$ cat config.mk
export PLATFORM = sky130hd
export DESIGN_NAME = seg_scan_ctrl_flat
export DESIGN_NICKNAME = d
export VERILOG_FILES = /design/src/rtl/seg_scan_ctrl_if.sv /design/src/rtl/seg_scan_ctrl.sv /design/src/flat_wrapper.sv
export SDC_FILE = /design/constraint.sdc
export NUM_CORES = 1
export LEC_CHECK = 0
export CELL_PAD_IN_SITES_DETAIL_PLACEMENT = 1
export CELL_PAD_IN_SITES_GLOBAL_PLACEMENT = 2
export CORE_MARGIN = 1.5
export CORE_UTILIZATION = 41
export DETAILED_ROUTE_END_ITERATION = 12
export MAX_ROUTING_LAYER = met4
export PLACE_DENSITY_LB_ADDON = 0.1
export SLEW_MARGIN = 20
export SYNTH_ARGS = -nofsm -noshare
export SYNTH_HDL_FRONTEND = slang
export SYNTH_SLANG_ARGS = --single-unit
$ cat constraint.sdc
create_clock -name clk -period 4.5 [get_ports clk]
set_clock_uncertainty 0.2 [all_clocks]
set_input_delay 1.35 -clock clk [delete_from_list [all_inputs] [get_ports clk]]
set_output_delay 1.35 -clock clk [all_outputs]
set_load 0.01 [all_outputs]
$ cat src/rtl/seg_scan_ctrl_if.sv
// seg_scan_ctrl_if: load handshake between a value producer and the
// seg_scan_ctrl display controller.
//   master - producer side (drives load_valid / load_value)
//   slave  - controller side (drives load_ready)
interface seg_scan_ctrl_if #(
    parameter int VALUE_W = 14
) ();
    logic               load_valid;
    logic               load_ready;
    logic [VALUE_W-1:0] load_value;

    modport master (
        output load_valid,
        output load_value,
        input  load_ready
    );

    modport slave (
        input  load_valid,
        input  load_value,
        output load_ready
    );
endinterface

$ cat src/rtl/seg_scan_ctrl.sv
// seg_scan_ctrl: time-multiplexed seven-segment display controller.
// A binary value arrives over a valid/ready handshake. It is converted to BCD
// one bit per cycle (shift-add-3) and committed atomically to the display
// register. The committed digits are then scanned one at a time onto a shared
// downstream decoder through `digit`, with active-low enables on `an`.
// Values above 10^NUM_DIGITS-1 are shown as all nines with `overflow` set.
//
// Optional feature: define SEG_SCAN_LZB_EN to blank leading zeros.
// Digit 0 is never blanked.
module seg_scan_ctrl #(
    parameter int NUM_DIGITS = 4,
    parameter int VALUE_W    = 14,
    parameter int SCAN_DIV   = 50000
) (
    input  logic                  clk,
    input  logic                  rst,
    seg_scan_ctrl_if.slave        load_if,
    output logic [3:0]            digit,
    output logic [NUM_DIGITS-1:0] an,
    output logic                  busy,
    output logic                  overflow
);

    localparam int BCD_W = 4 * NUM_DIGITS;
    localparam int CMP_W = VALUE_W + 1;
    localparam int CNT_W = (VALUE_W > 1) ? $clog2(VALUE_W) : 1;
    localparam int PRE_W = $clog2(SCAN_DIV);
    localparam int IDX_W = (NUM_DIGITS > 1) ? $clog2(NUM_DIGITS) : 1;

    // Largest displayable value, clamped to what CMP_W bits can hold so that a
    // narrow VALUE_W simply never saturates.
    function automatic logic [CMP_W-1:0] max_display();
        longint lim;
        longint cap;
        lim = 1;
        for (int i = 0; i < NUM_DIGITS; i++) begin
            lim = lim * 10;
        end
        lim = lim - 1;
        cap = (longint'(1) << CMP_W) - 1;
        return CMP_W'((lim > cap) ? cap : lim);
    endfunction

    localparam logic [CMP_W-1:0] MAX_VAL = max_display();

    // Add 3 to every nibble that is 5 or more. The result of such a nibble is
    // at most 12, so a 4-bit add never carries out.
    function automatic logic [BCD_W-1:0] add3_nibbles(input logic [BCD_W-1:0] b);
        logic [BCD_W-1:0] r;
        r = b;
        for (int i = 0; i < NUM_DIGITS; i++) begin
            if (b[4*i +: 4] >= 4'd5) begin
                r[4*i +: 4] = b[4*i +: 4] + 4'd3;
            end
        end
        return r;
    endfunction

    typedef enum logic {
        IDLE    = 1'b0,
        CONVERT = 1'b1
    } state_t;

    state_t             state_q, state_d;
    logic [CNT_W-1:0]   cnt_q, cnt_d;
    logic [VALUE_W-1:0] shift_q, shift_d;
    logic [BCD_W-1:0]   bcd_q, bcd_d;
    logic               sat_q, sat_d;
    logic [BCD_W-1:0]   disp_q, disp_d;
    logic               ovf_q, ovf_d;
    logic [PRE_W-1:0]   presc_q, presc_d;
    logic [IDX_W-1:0]   idx_q, idx_d;

    logic               accept;
    logic               last_bit;
    logic [BCD_W-1:0]   bcd_adj;
    logic [BCD_W-1:0]   bcd_step;
    logic [NUM_DIGITS-1:0] blank;

    // FSM state register; reset aborts any conversion in flight
    always_ff @(posedge clk or posedge rst) begin
        if (rst) begin
            state_q <= IDLE;
        end else begin
            state_q <= state_d;
        end
    end

    // FSM next-state: IDLE waits for a handshake, CONVERT runs VALUE_W bits
    always_comb begin
        state_d = state_q;
        case (state_q)
            IDLE:    if (accept)   state_d = CONVERT;
            CONVERT: if (last_bit) state_d = IDLE;
            default: state_d = IDLE;
        endcase
    end

    // FSM outputs: ready only when idle, busy only while converting
    always_comb begin
        load_if.load_ready = (state_q == IDLE);
        busy               = (state_q == CONVERT);
    end

    // Handshake detection, last-bit decode and one shift-add-3 step
    always_comb begin
        accept   = load_if.load_valid && (state_q == IDLE);
        last_bit = (state_q == CONVERT) && (cnt_q == CNT_W'(VALUE_W - 1));
        bcd_adj  = add3_nibbles(bcd_q);
        bcd_step = {bcd_adj[BCD_W-2:0], shift_q[VALUE_W-1]};
    end

    // Conversion datapath next values: capture on accept, shift while converting
    always_comb begin
        shift_d = shift_q;
        bcd_d   = bcd_q;
        sat_d   = sat_q;
        cnt_d   = cnt_q;
        if (accept) begin
            shift_d = load_if.load_value;
            bcd_d   = '0;
            sat_d   = ({1'b0, load_if.load_value} > MAX_VAL);
            cnt_d   = '0;
        end else if (state_q == CONVERT) begin
            shift_d = shift_q << 1;
            bcd_d   = bcd_step;
            cnt_d   = cnt_q + CNT_W'(1);
        end
    end

    // Commit: display and overflow change together on the last conversion bit
    always_comb begin
        disp_d = disp_q;
        ovf_d  = ovf_q;
        if (last_bit) begin
            disp_d = sat_q ? {NUM_DIGITS{4'h9}} : bcd_step;
            ovf_d  = sat_q;
        end
    end

    // Conversion scratch registers need no reset; they are loaded on accept
    always_ff @(posedge clk) begin
        shift_q <= shift_d;
        bcd_q   <= bcd_d;
        sat_q   <= sat_d;
    end

    // Bit counter, committed display and overflow flag
    always_ff @(posedge clk or posedge rst) begin
        if (rst) begin
            cnt_q  <= '0;
            disp_q <= '0;
            ovf_q  <= 1'b0;
        end else begin
            cnt_q  <= cnt_d;
            disp_q <= disp_d;
            ovf_q  <= ovf_d;
        end
    end

    // Scan timing: prescaler terminal count advances the digit index
    always_comb begin
        presc_d = presc_q + PRE_W'(1);
        idx_d   = idx_q;
        if (presc_q == PRE_W'(SCAN_DIV - 1)) begin
            presc_d = '0;
            idx_d   = (idx_q == IDX_W'(NUM_DIGITS - 1)) ? '0 : idx_q + IDX_W'(1);
        end
    end

    // Scan registers run freely, independent of the conversion FSM
    always_ff @(posedge clk or posedge rst) begin
        if (rst) begin
            presc_q <= '0;
            idx_q   <= '0;
        end else begin
            presc_q <= presc_d;
            idx_q   <= idx_d;
        end
    end

`ifdef SEG_SCAN_LZB_EN
    logic upper_zero;

    // Leading-zero blanking: digit i>0 is dark when it and all above it are zero
    always_comb begin
        blank      = '0;
        upper_zero = 1'b1;
        for (int i = NUM_DIGITS - 1; i >= 1; i--) begin
            upper_zero = upper_zero && (disp_q[4*i +: 4] == 4'd0);
            blank[i]   = upper_zero;
        end
    end
`else
    // No blanking: every digit lights in its slot
    always_comb begin
        blank = '0;
    end
`endif

    // Digit mux and active-low enable for the currently scanned index
    always_comb begin
        digit = 4'd0;
        an    = '1;
        for (int i = 0; i < NUM_DIGITS; i++) begin
            if (idx_q == IDX_W'(i)) begin
                digit = disp_q[4*i +: 4];
                an[i] = blank[i];
            end
        end
    end

    assign overflow = ovf_q;

endmodule

$ cat src/flat_wrapper.sv
// flat-port wrapper written by rule: the top's interface ports become plain ports
module seg_scan_ctrl_flat 
#(
    parameter int NUM_DIGITS = 4,
    parameter int VALUE_W    = 14,
    parameter int SCAN_DIV   = 50000
)
  (clk, rst, digit, an, busy, overflow, load_if_load_valid, load_if_load_value, load_if_load_ready);
  seg_scan_ctrl_if #(.VALUE_W(VALUE_W)) load_if_i ();
  input  logic clk;
  input  logic rst;
  output logic [3:0] digit;
  output logic [NUM_DIGITS-1:0] an;
  output logic busy;
  output logic overflow;
  input wire logic [$bits(load_if_i.load_valid)-1:0] load_if_load_valid;
  input wire logic [$bits(load_if_i.load_value)-1:0] load_if_load_value;
  output wire logic [$bits(load_if_i.load_ready)-1:0] load_if_load_ready;
  assign load_if_i.load_valid = load_if_load_valid;
  assign load_if_i.load_value = load_if_load_value;
  assign load_if_load_ready = load_if_i.load_ready;
  seg_scan_ctrl #(.NUM_DIGITS(NUM_DIGITS), .VALUE_W(VALUE_W), .SCAN_DIV(SCAN_DIV)) u_core (.clk(clk), .rst(rst), .load_if(load_if_i), .digit(digit), .an(an), .busy(busy), .overflow(overflow));
endmodule
==> qor.txt, run 1 <==
# IOs: 28
num rows: 33
hold slack: 0.288 ns
total number of vias: 2,451
HPWL reported at the end of detailed placement: 5310 um
Die Span Y: 94.3 um
Slew Limit Fails: 0
CTS Buf Count: 9
hold crit path type: reg -> reg
fin cells: 467
fin crit share: 83.6%
clock-pin transition on the worst setup and hold timing paths: 0.09 ns
Power Total: 2.58 mW
Layout fillers: 905
Root Driver: clkbuf_8
Cells after Synth: 327
RSZ-0062 raised after global routing: no
Placed Area: 0.00379 mm2
register area share after synthesis: 51.8%
# diodes: 0
CTS max path bufs: 2
largest family of logic cells by synthesized area: simple AND/OR/NAND/NOR gates
outcome: finished, final reports clean
final instance area: 0.00404 mm2
post-DR vias/cell: 5.25
Reg area: 0.00177 mm2
largest net degree at the start of global routing: 28
power per cell area: 638 mW/mm2
DR iter-0 viols: 83
gr ovfl total: 0
Leak: 1.71 nW
Compound-Gate Fraction of Synth Area: 12.6%
clock sink count: 71
simple-gate share of the synthesized area: 14.8%
Main synth FF type: dfrtp_1
Place WS: 0.892 ns
RD Place Congestion: 0.817
initial core utilization: 42.0%
drc violations: 0
share of cells above drive strength 1: 11.0%
final antenna-violating net count: 0
TritonCTS clock tree: built
warnings from Yosys: 0
Post-Syn Area per Cell: 10.5 um2
Max-Cap Viols: 0
crit path DAT: 2.21 ns
Synth-to-Final Area Change: 18.1%
Die Area: 0.00889 mm2
Routed WL per cell: 15.9 um
post-cts sizing count: 0
Worst setup EP type: output pin
Clock Latency Late Sink: 0.34 ns
final setup violation count: 0
Yosys cell types: 40
area of the multi-input gates: 0.00151 mm2
postcts setup bufs: 0
NumNets Final: 389
H-tree levels: 3
initial antenna violation count: 0
measured slew at the worst slew-check pin: 0.845 ns
fraction of synthesized cell area in xor and xnor cells: 5.12%
Syn Nets: 359
global-route wire length before repair: 12,500 um
Post-CTS Hold Buffers: 0
Final Hold Fails: 0
Yosys reg bits: 71
placed cells: 451
port bufs: 27
Die W: 94.3 um
Max Clk Rate: 266 MHz
number of synthesized flops with an enable pin: 15
GRT Total Usage: 19.1%
startpoint types: flop
Req. time, crit path: 2.95 ns
Period minus WS final: 3.76 ns
synthesized-area fraction occupied by adder cells: 5.49%
crit-path max FO: 9
final core utilization: 49.6%
mux cell area share after synthesis: 6.11%
Routed WL: 7430 um
Max rail drop VDD: 0.000311 V
core area: 0.00813 mm2
DR pass1 iterations: 4
setup ws final: 0.738 ns
vias in the first global route: 2,464
Setup Crit Path Kind: reg -> out
setup_tns: 0 ns
Cell Area, Synth: 0.00342 mm2
ys async rst share: 56.3%
normalized max-slew margin: 43.6%
[path summary, 6_finish.rpt]
path | from | endpoint | slack (ns) | cells past startpoint
hold reg to reg | u_core.presc_q[0] | u_core.presc_q[0] | 0.29 | 1
setup reg to reg | u_core.busy | u_core.disp_q[9] | 1.91 | 4
min in group asynchronous | rst | u_core.presc_q[1] | 1.28 | 2
setup / recovery | u_core.idx_q[1] | digit[1] | 0.74 | 7
hold / removal | u_core.presc_q[0] | u_core.presc_q[0] | 0.29 | 1
max in group asynchronous | rst | u_core.disp_q[3] | 2.09 | 3
[critical path, cell delays in order (launching register included)]
cell,delay (ns)
dfrtp_1,0.41
inv_1,0.09
ha_1,0.33
nand2_1,0.10
o211ai_1,0.09
o21ai_0,0.11
o21ai_0,0.18
clkdlybuf4s50_1,0.57
[where the power goes]
part / internal, mW / switching (mW)
clock: 0.370 / 0.250
sequential: 0.906 / 0.166
combinational: 0.429 / 0.455
total: 1.70 / 0.871
[layout make-up]
type / count / share of cell area (%)
multi-input cells: 222 / 37.3
clock inverters: 7 / 2.97
repair buffers: 31 / 7.44
clock buffers: 9 / 3.07
well taps: 105 / 3.25
flip-flops and latches: 71 / 43.9
inverters: 22 / 2.05
[metal layers]
metal	track usage, %	routed length [um]
met5	-	0
met4	5.97	59
met3	3.88	222
met2	27.8	3290
met1	26.6	3860
[cell usage in the layout (no fill, tap or decap), types with 2 or more instances in the layout]
cell,count
and3_1,2
nor4_2,2
mux2i_1,4
clkdlybuf4s50_1,27
ha_1,15
a21o_1,4
o211ai_1,4
xnor2_1,13
edfxtp_1,15
clkbuf_8,9
nand2b_1,4
bufinv_16,3
a21oi_1,22
nand3_1,9
dfrtp_1,40
o21ai_0,14
nor3b_1,6
inv_1,21
nand4_1,5
nor4_1,2
xor2_1,7
buf_4,4
dfxtp_1,16
nor2_1,31
mux2_2,14
nor3_1,8
nand2_1,27
a2111oi_0,3
a22o_1,12
o22ai_1,4
[sequential cells by signal, summed over array words and instances (netlist names)]
register,cells
u_core.cnt_q,4
u_core.overflow,1
u_core.shift_q,14
u_core.idx_q,2
u_core.bcd_q,16
u_core.disp_q,16
u_core.busy,1
u_core.sat_q,1
u_core.presc_q,16
[Yosys cell counts (all sizes together) (2+ instances only)]
master	count	share of area (%)
dfrtp	40	29
nor2	31	3.4
nand2	27	3.0
a21oi	22	3.2
inv	21	2.3
dfxtp	16	9.4
edfxtp	15	13
ha	15	5.5
mux2	15	4.9
o21ai	14	2.0
xnor2	13	3.3
a22o	12	3.1
nand3	10	1.6
nor3	9	1.5
clkbuf	8	0.88
xor2	7	1.8
nor3b	6	1.3
nand4	5	0.92
a21o	4	0.88
buf	4	0.77
mux2i	4	1.2
nand2b	4	0.73
nor4	4	1.1
o211ai	4	0.88
o22ai	4	0.73
a2111oi	3	0.77
and3	2	0.37
[logic make-up after synthesis]
group	after synthesis
compound gates	67
xor+xnor	20
fa+ha+maj	15
buf+inv	34
flops	71
mux	19
simple gates	101
(Power assumes the default switching activity.)
==> run 2: changes to the inputs <==
--- a/config.mk
+++ b/config.mk
@@ -8,7 +8,7 @@
 export CELL_PAD_IN_SITES_DETAIL_PLACEMENT = 1
 export CELL_PAD_IN_SITES_GLOBAL_PLACEMENT = 2
 export CORE_MARGIN = 1.5
-export CORE_UTILIZATION = 41
+export CORE_UTILIZATION = 38
 export DETAILED_ROUTE_END_ITERATION = 12
 export MAX_ROUTING_LAYER = met4
 export PLACE_DENSITY_LB_ADDON = 0.1
==> constraint.sdc (replaced) <==
create_clock -name clk -period 3.6 [get_ports clk]
set_clock_uncertainty 0.2 [all_clocks]
set_input_delay 1.08 -clock clk [delete_from_list [all_inputs] [get_ports clk]]
set_output_delay 1.08 -clock clk [all_outputs]
set_load 0.01 [all_outputs]
==> qor.txt, run 2 (same netlist as run 1, synthesis figures left out) <==
outcome: finished, final reports clean
R2R depth: 5 (+1)
crit-path max FO: 5 (-4)
DR pass1 iterations: 4 (unchanged)
normalized max-slew margin: 49.1% (+5.5 points)
placed cells: 457 (+1.3%)
core area: 0.00872 mm2 (+7.2%)
WL met2: 3330 um (+1.2%)
Req. time, crit path: 2.32 ns (-0.63 ns)
drc violations: 0 (unchanged)
H-tree levels: 3 (unchanged)
Slew Limit Fails: 0 (unchanged)
final antenna-violating net count: 0 (unchanged)
setup_tns: 0 ns (unchanged)
wire length on met1: 3840 um (-0.52%)
top sig layer: met4
NumNets Final: 392 (+0.77%)
fin crit share: 94.3%
vias in the first global route: 2,539 (+3.0%)
hold crit path type: reg -> reg
global-route wire length before repair: 12,800 um (+2.2%)
CTS Buf Count: 9 (unchanged)
Die Area: 0.00957 mm2 (+7.6%)
R2R setup slack: 1.51 ns (-0.40 ns)
measured slew at the worst slew-check pin: 0.744 ns (-0.101 ns)
biggest regs: u_core.bcd_q (16), u_core.disp_q (16), u_core.presc_q (16)
Synth-to-Final Area Change: 17.1%
GRT Total Usage: 17.3% (-1.7 points)
Routed WL: 7530 um (+1.3%)
startpoint types: flop
Period minus WS final: 3.39 ns
Die W: 97.8 um (+3.7%)
Max Clk Rate: 295 MHz
RSZ-0062 raised after global routing: no
initial antenna violation count: 0 (unchanged)
initial core utilization: 39.2% (-2.8 points)
hold wc startpoint: u_core.overflow
WHS Endpoint: u_core.overflow
# diodes: 0 (unchanged)
Root Driver: clkbuf_8
worst hold stages: 2 (+1)
RD Place Congestion: 0.766 (-6.2%)
worst r2r dst: u_core.disp_q[7]
fin cells: 473 (+1.3%)
Setup Crit Path Kind: reg -> out
num rows: 34 (+3.0%)
Worst setup EP type: output pin
DR iter-0 viols: 84 (+1.2%)
port bufs: 27 (unchanged)
Clock Latency Late Sink: 0.34 ns (about the same)
Max rail drop VDD: 0.000324 V (+4.0%)
Leak: 1.70 nW (-0.67%)
share of cells above drive strength 1: 12.1% (+1.0 points)
reg-to-reg startpoint: u_core.busy
Die Span Y: 97.8 um (+3.7%)
most common cell after layout, fill and taps aside: dfrtp_1
Routed WL per cell: 15.9 um (about the same)
post-DR vias/cell: 5.26 (+0.18%)
gr ovfl total: 0 (unchanged)
clock sink count: 71 (unchanged)
met3 wire length: 295 um (+33%)
Max-Cap Viols: 0 (unchanged)
Final Hold Fails: 0 (unchanged)
# IOs: 28 (unchanged)
crit path DAT: 2.11 ns (-0.10 ns)
postcts setup bufs: 0 (unchanged)
CTS max path bufs: 2 (unchanged)
clock-pin transition on the worst setup and hold timing paths: 0.07 ns (-0.02 ns)
largest net degree at the start of global routing: 41 (+46%)
power per cell area: 754 mW/mm2 (+18%)
most frequent cells in the layout: 40 x dfrtp_1, 31 x nor2_1, 27 x nand2_1, 27 x clkdlybuf4s50_1, 22 x a21oi_1
total number of vias: 2,487 (+1.5%)
final setup violation count: 0 (unchanged)
HPWL reported at the end of detailed placement: 5340 um (+0.72%)
TritonCTS clock tree: built
[run 2: cell count changes in the layout (fill, tap and decap cells not counted), moves of 2 or more]
cell,before,now
buf_4,4,7
bufinv_16,3,0
clkinv_2,1,4
clkbuf_1,0,2
ha_1,15,13
ha_2,0,2
[run 2: area by class of cell]
class                           count  area [um2]
Clock buffer                       12         156
Clock inverter                      4        20.0
Fill cell                         963        4720
Inverter                           22        82.6
Multi-Input combinational cell    222        1510
Sequential cell                    71        1770
Tap cell                          108         135
Timing Repair Buffer               34         323
[run 2: worst max-delay path: stages, from the launching register on]
cell	delay (ns)
dfrtp_1	0.42
inv_1	0.10
ha_2	0.22
nand2_1	0.07
o211ai_1	0.16
o21ai_0	0.10
o21ai_0	0.15
clkdlybuf4s50_1	0.56
[run 2: where the power goes]
group	switching (mW)	total [mW]	internal, mW
registers	0.205	1.34	1.13
clock network	0.291	0.579	0.288
logic	0.556	1.10	0.542
total	1.05	3.02	1.96
[run 2: timing repair]
| action | CTS | global route |
|---|---|---|
| gates resized for setup | 0 | 3 |
| setup endpoints to repair | 0 | 3 |
| hold buffers | 0 | 0 |
[run 2: metrics by stage]
| stage | total power [mW] | util [%] | hold slack, ns | area [um2] | setup WS (ns) |
|---|---|---|---|---|---|
| 2_1_floorplan | 2.10 | - | 0.239 | 3420 | 0.972 |
| 3_3_place_gp | 2.42 | 43.8 | 0.269 | 3820 | 0.572 |
| 3_5_place_dp | 2.47 | 43.8 | 0.273 | 3820 | 0.488 |
| 4_1_cts | 3.06 | 45.8 | 0.290 | 4000 | 0.120 |
| 5_1_grt | 3.27 | 45.9 | 0.315 | 4000 | 0.0127 |
| 6_report | 3.02 | 45.9 | 0.285 | 4000 | 0.206 |
[run 2: worst max path at each step]
stage                               start        to  slack, ns
after floorplan           u_core.idx_q[1]  digit[0]       0.97
after CTS                 u_core.idx_q[1]  digit[0]       0.12
after global routing      u_core.idx_q[0]  digit[3]       0.01
after global placement    u_core.idx_q[0]  digit[1]       0.57
after detailed placement  u_core.idx_q[1]  digit[0]       0.49
final                     u_core.idx_q[0]  digit[0]       0.21
[run 2: layer usage]
layer / track usage [%] / up-vias
li1: - / 1217
met1: 24.1 / 1216
met2: 25.7 / 48
met3: 2.58 / 6
met4: 6.59 / 0
met5: - / -
